### src/rtl/gpr_arb_pkg.sv
// Shared constants and types for the GPR write-port arbiter.
// Optional feature macro: GPR_WR_ARB_RR_EN (round-robin instead of fixed priority).
package gpr_arb_pkg;

  localparam int GPR_ADDR_W = 5;
  localparam int GPR_DATA_W = 32;

  // Requester indices
  localparam logic REQ_ALU  = 1'b0;
  localparam logic REQ_LOAD = 1'b1;

  // Register 0 is hardwired to zero; writes to it are dropped
  localparam logic [GPR_ADDR_W-1:0] GPR_ZERO = 5'd0;

  typedef struct packed {
    logic [GPR_ADDR_W-1:0] num;
    logic [GPR_DATA_W-1:0] data;
  } gpr_wr_req_t;

endpackage

### src/rtl/rr_arb2.sv
// Two-way grant logic for the GPR write port.
// With GPR_WR_ARB_RR_EN defined, contention is resolved against last_grant_i
// (the requester that did not win last time wins). Otherwise requester 0
// always wins and last_grant_i is ignored.
module rr_arb2
  import gpr_arb_pkg::*;
(
  input  logic [1:0] valid_i,
  input  logic       last_grant_i,
  input  logic       enable_i,
  output logic [1:0] grant_o
);

`ifndef GPR_WR_ARB_RR_EN
  // last_grant only matters for round-robin; tie it off in fixed priority
  logic unused_last_grant;
  assign unused_last_grant = last_grant_i;
`endif

  // One-hot (or zero) grant; no grant while the port is disabled
  always_comb begin
    grant_o = 2'b00;
    if (enable_i) begin
      unique case (valid_i)
        2'b01:   grant_o = 2'b01;
        2'b10:   grant_o = 2'b10;
        2'b11: begin
`ifdef GPR_WR_ARB_RR_EN
          grant_o = (last_grant_i == REQ_LOAD) ? 2'b01 : 2'b10;
`else
          grant_o = 2'b01;
`endif
        end
        default: grant_o = 2'b00;
      endcase
    end
  end

endmodule

### src/rtl/gpr_wr_arbiter.sv
// Arbitrates the ALU (req0) and load (req1) writeback paths onto the single
// register-file write port. Outputs to the register file are registered;
// writes addressed to r0 are accepted but never strobed.
// Optional feature macro: GPR_WR_ARB_RR_EN (round-robin; default is fixed priority).
//
// Handshake: reqN_ready is combinational from reqN_valid, wr_enable and
// last_grant; a transfer occurs on the rising edge where reqN_valid &&
// reqN_ready. Requesters hold num/data stable while valid && !ready and may
// withdraw valid before being granted.
module gpr_wr_arbiter
  import gpr_arb_pkg::*;
#(
  parameter int DATA_W = 32,
  parameter int ADDR_W = 5
) (
  input  logic              clock,
  input  logic              reset_n,
  input  logic              wr_enable,
  input  logic              req0_valid,
  input  logic [ADDR_W-1:0] req0_num,
  input  logic [DATA_W-1:0] req0_data,
  output logic              req0_ready,
  input  logic              req1_valid,
  input  logic [ADDR_W-1:0] req1_num,
  input  logic [DATA_W-1:0] req1_data,
  output logic              req1_ready,
  output logic              reg_write,
  output logic [ADDR_W-1:0] num_write,
  output logic [DATA_W-1:0] data_write,
  output logic              last_grant
);

  logic [1:0]        grant;
  logic              xfer;
  logic              sel;
  logic [ADDR_W-1:0] sel_num;
  logic [DATA_W-1:0] sel_data;

  logic              reg_write_q,  reg_write_d;
  logic [ADDR_W-1:0] num_write_q,  num_write_d;
  logic [DATA_W-1:0] data_write_q, data_write_d;
  logic              last_grant_q, last_grant_d;

  rr_arb2 u_arb (
    .valid_i      ({req1_valid, req0_valid}),
    .last_grant_i (last_grant_q),
    .enable_i     (wr_enable),
    .grant_o      (grant)
  );

  assign req0_ready = grant[0];
  assign req1_ready = grant[1];
  assign xfer       = |grant;
  assign sel        = grant[1];
  assign sel_num    = sel ? req1_num  : req0_num;
  assign sel_data   = sel ? req1_data : req0_data;

  // Next state of the output stage and grant history
  always_comb begin
    reg_write_d  = 1'b0;
    num_write_d  = num_write_q;
    data_write_d = data_write_q;
    last_grant_d = last_grant_q;
    if (xfer) begin
      reg_write_d  = (sel_num != ADDR_W'(GPR_ZERO));
      num_write_d  = sel_num;
      data_write_d = sel_data;
      last_grant_d = sel;
    end
  end

  // Output registers; reset drops any staged write immediately
  always_ff @(posedge clock or negedge reset_n) begin
    if (!reset_n) begin
      reg_write_q  <= 1'b0;
      num_write_q  <= '0;
      data_write_q <= '0;
      last_grant_q <= REQ_LOAD;
    end else begin
      reg_write_q  <= reg_write_d;
      num_write_q  <= num_write_d;
      data_write_q <= data_write_d;
      last_grant_q <= last_grant_d;
    end
  end

  assign reg_write  = reg_write_q;
  assign num_write  = num_write_q;
  assign data_write = data_write_q;
  assign last_grant = last_grant_q;

endmodule
### config.mk
export PLATFORM = sky130hd
export DESIGN_NAME = gpr_wr_arbiter
export DESIGN_NICKNAME = d
export VERILOG_FILES = /design/src/rtl/gpr_arb_pkg.sv /design/src/rtl/rr_arb2.sv /design/src/rtl/gpr_wr_arbiter.sv
export SDC_FILE = /design/constraint.sdc
export NUM_CORES = 1
export LEC_CHECK = 0
export ABC_AREA = 1
export CAP_MARGIN = 40
export CELL_PAD_IN_SITES_DETAIL_PLACEMENT = 2
export CELL_PAD_IN_SITES_GLOBAL_PLACEMENT = 2
export CORE_MARGIN = 3
export CORE_UTILIZATION = 19
export DETAILED_ROUTE_END_ITERATION = 12
export GPL_TIMING_DRIVEN = 0
export PLACE_DENSITY = 0.81
export SETUP_SLACK_MARGIN = 0.15
export SYNTH_ARGS = -nofsm -noshare
export SYNTH_HDL_FRONTEND = slang
export SYNTH_HIERARCHICAL = 1
export SYNTH_SLANG_ARGS = --single-unit
### constraint.sdc
create_clock -name clock -period 1.5 [get_ports clock]
set_input_delay 0.225 -clock clock [delete_from_list [all_inputs] [get_ports clock]]
set_output_delay 0.225 -clock clock [all_outputs]
set_load 0.005 [all_outputs]
==> results.toml <==
[logic_synthesis]
synth_area_um2 = 1810
synth_mux_area_frac = 0
synthXorXnorAreaFrac = 0
synth.yosys.seq_area_share = 0.540
synth_warnings = 6
yosysUniqueCellTypes = 15
synth_top_family_by_area = "simple AND/OR/NAND/NOR gates"
synth_compound_area_frac = 0.0214
syn_inst = 225
synth-simple-area-share = 0.370
yosys_register_bits = 39
syn_nets = 304
synthAdderAreaFrac = 0
avgSynthCellArea_um2 = 8.04

[setup_path]
crit_path_start_kind = "flip-flop"
critical_path.max_stage_delay_ps = 540
crit_required_ps = 1270
cp_slowest_cell = "dfstp_2"
endpoint_kind = "primary output"
path_class = "reg -> out"
cpLargestDelayFamily = "flip-flops"
crit_fanout = 2
critical_path_buf_inv_count = 1
arrival_ps = 1070
path_cells = "dlygate4sd2_1"

[placement]
place_hpwl_um = 6060
io_buffers = 119
gp_congestion = 0.719

[detailed_routing]
drt_first_pass_iters = 3
via_count = 2098
drt-wirelength-per-cell_um = 15.9
drt_iter0_drc = 34
avgViaCountPerCell = 4.33
drc_errors = 0
detail_route.wirelength_um = 7710
ant_nets = 0

[die]
die_area_um2 = 10700
rows = 34
fp.dieH_um = 104
initial_core_util = 0.202
pin_count = 120
core-area_um2 = 8980
die_w_um = 104

[sta]
min_period_over_period = 0.860
rsz0062_at_grt = "no"
fmax_mhz = 775
finalMaxSlewViolations = 0
max_slew_margin = 0.712
setup-violations-final = 0
worst_pin_slew_ps = 433
finalHoldViolCount = 0
fin_crit_ps = 1290
fin_worst_skew_ps = 0

[grt]
grt_pass1_vias = 2385
grt_max_degree = 24
grt_pass1_wl_um = 12500
grt.total_usage = 0.146
grt_overflow = 0
grt_antenna_before_repair = 0

[job]
cap_violations = 0

[clock_tree]
clk_pin_slew_ps = 80
htreeDepth = 2
numCtsBuffers = 5
clock_latency_ps = 290
cts_buffer_depth = 2
cts_sinks = 39
cts-root-buf = "clkbuf_8"
cts_tree = "built"

[outcome]
status = "completed"

[final_layout]
antenna_cells = 0
area_delta_synth_final_pct = 83.9
nets = 437
final_layout_size_suffix_gt1_frac = 0.0975
fin_util = 0.371

[power_and_ir_drop]
power_density_nw_per_um2 = 860
peakVddDrop_uv = 261
power_mw = 2.86
p_leak_nw = 1.60

[min_path]
hp-class = "in -> async"
[metrics by stage]
stage	hold WS, ps	cells	setup slack [ps]	TNS, ps	cell area, µm²
2_1_floorplan	-70.6	225	378	0	1810
3_3_place_gp	454	470	-937	-45000	3160
3_5_place_dp	197	471	-352	-10470	3170
4_1_cts	416	485	198	0	3330
5_1_grt	444	485	151	0	3330
6_report	403	485	210	0	3330
[cells by family (layout without fill, tap and decap cells)]
| group | count (synthesis) | count (layout) |
|---|---|---|
| AND/OR/NAND/NOR | 154 | 154 |
| AO/OA/AOI/OAI | 7 | 7 |
| buffers and inverters | 25 | 159 |
| flip-flops | 39 | 39 |
[repair_timing]
item,4_1_cts,5_1_grt
hold buffers,1,0
gates cloned,1,0
hold endpoints to repair,16,0
pin swaps,4,0
endpoints found under the setup margin,76,3
gates resized for setup,54,2
buffers inserted,4,0
[cells in the mapped netlist]
master,n,area [µm²]
buf_2,9,45.0
buf_4,3,22.5
buf_6,1,11.3
clkbuf_1,2,7.51
dfrtp_1,38,951
dfstp_2,1,26.3
inv_1,9,33.8
inv_2,1,3.75
nand2_1,85,319
nand3_1,65,325
nor2_1,2,7.51
nor2_2,1,6.26
nor2_4,1,11.3
o21ai_0,6,30.0
o21ai_2,1,8.76
[area by class of cell]
cell class | instances | area [µm²]
flip-flops and latches | 39 | 977
multi-input cells | 161 | 723
repair buffers | 126 | 1230
plain buffers | 15 | 104
fillers | 1029 | 5650
well taps | 126 | 158
clock buffers | 8 | 100
inverters | 10 | 37.5
[power by group]
part / switching [mW] / leakage, nW / internal [mW]
clock network: 0.371 / 0.0515 / 0.420
registers: 0.0757 / 0.479 / 1.20
logic: 0.333 / 1.07 / 0.458
[registers in the layout (all words and copies together), names as in the netlist]
signal	count
reg_write	1
num_write	5
data_write	32
last_grant	1
[cell usage in the layout, fill, tap and decap left out]
cell type	Yosys	layout
dlygate4sd2_1	0	44
dfstp_2	1	1
nand2_1	85	84
nor2_1	2	2
clkdlybuf4s50_1	0	74
clkbuf_1	2	1
buf_8	0	1
buf_6	1	2
buf_4	3	8
nand2_2	0	1
buf_2	9	7
dlygate4sd3_1	0	1
o21ai_4	0	1
nand3_1	65	65
buf_12	0	1
dfrtp_1	38	38
inv_1	9	9
inv_2	1	1
bufbuf_16	0	1
clkbuf_2	0	2
nor2_4	1	2
clkbuf_8	0	7
o21ai_0	6	6
[final timing paths]
check / start / end / slack [ps] / cells past startpoint
max: last_grant / last_grant / 210 / 1
min: reset_n / data_write[22] / 400 / 2
max reg2reg: num_write[3] / num_write[3] / 740 / 3
min reg2reg: last_grant / last_grant / 470 / 2
max in group asynchronous: reset_n / last_grant / 550 / 3
min in group clock: last_grant / last_grant / 470 / 2
[per-layer routing]
metal  routed length, µm  share of wire  vias up  track usage
met4                  39         0.0051        0       0.0313
met1                3130           0.41     1020        0.164
li1                    -              -      993            -
met5                   0              0        -            0
met2                3930           0.51       79        0.265
met3                 606          0.079        6       0.0522
(Power assumes the default switching activity.)
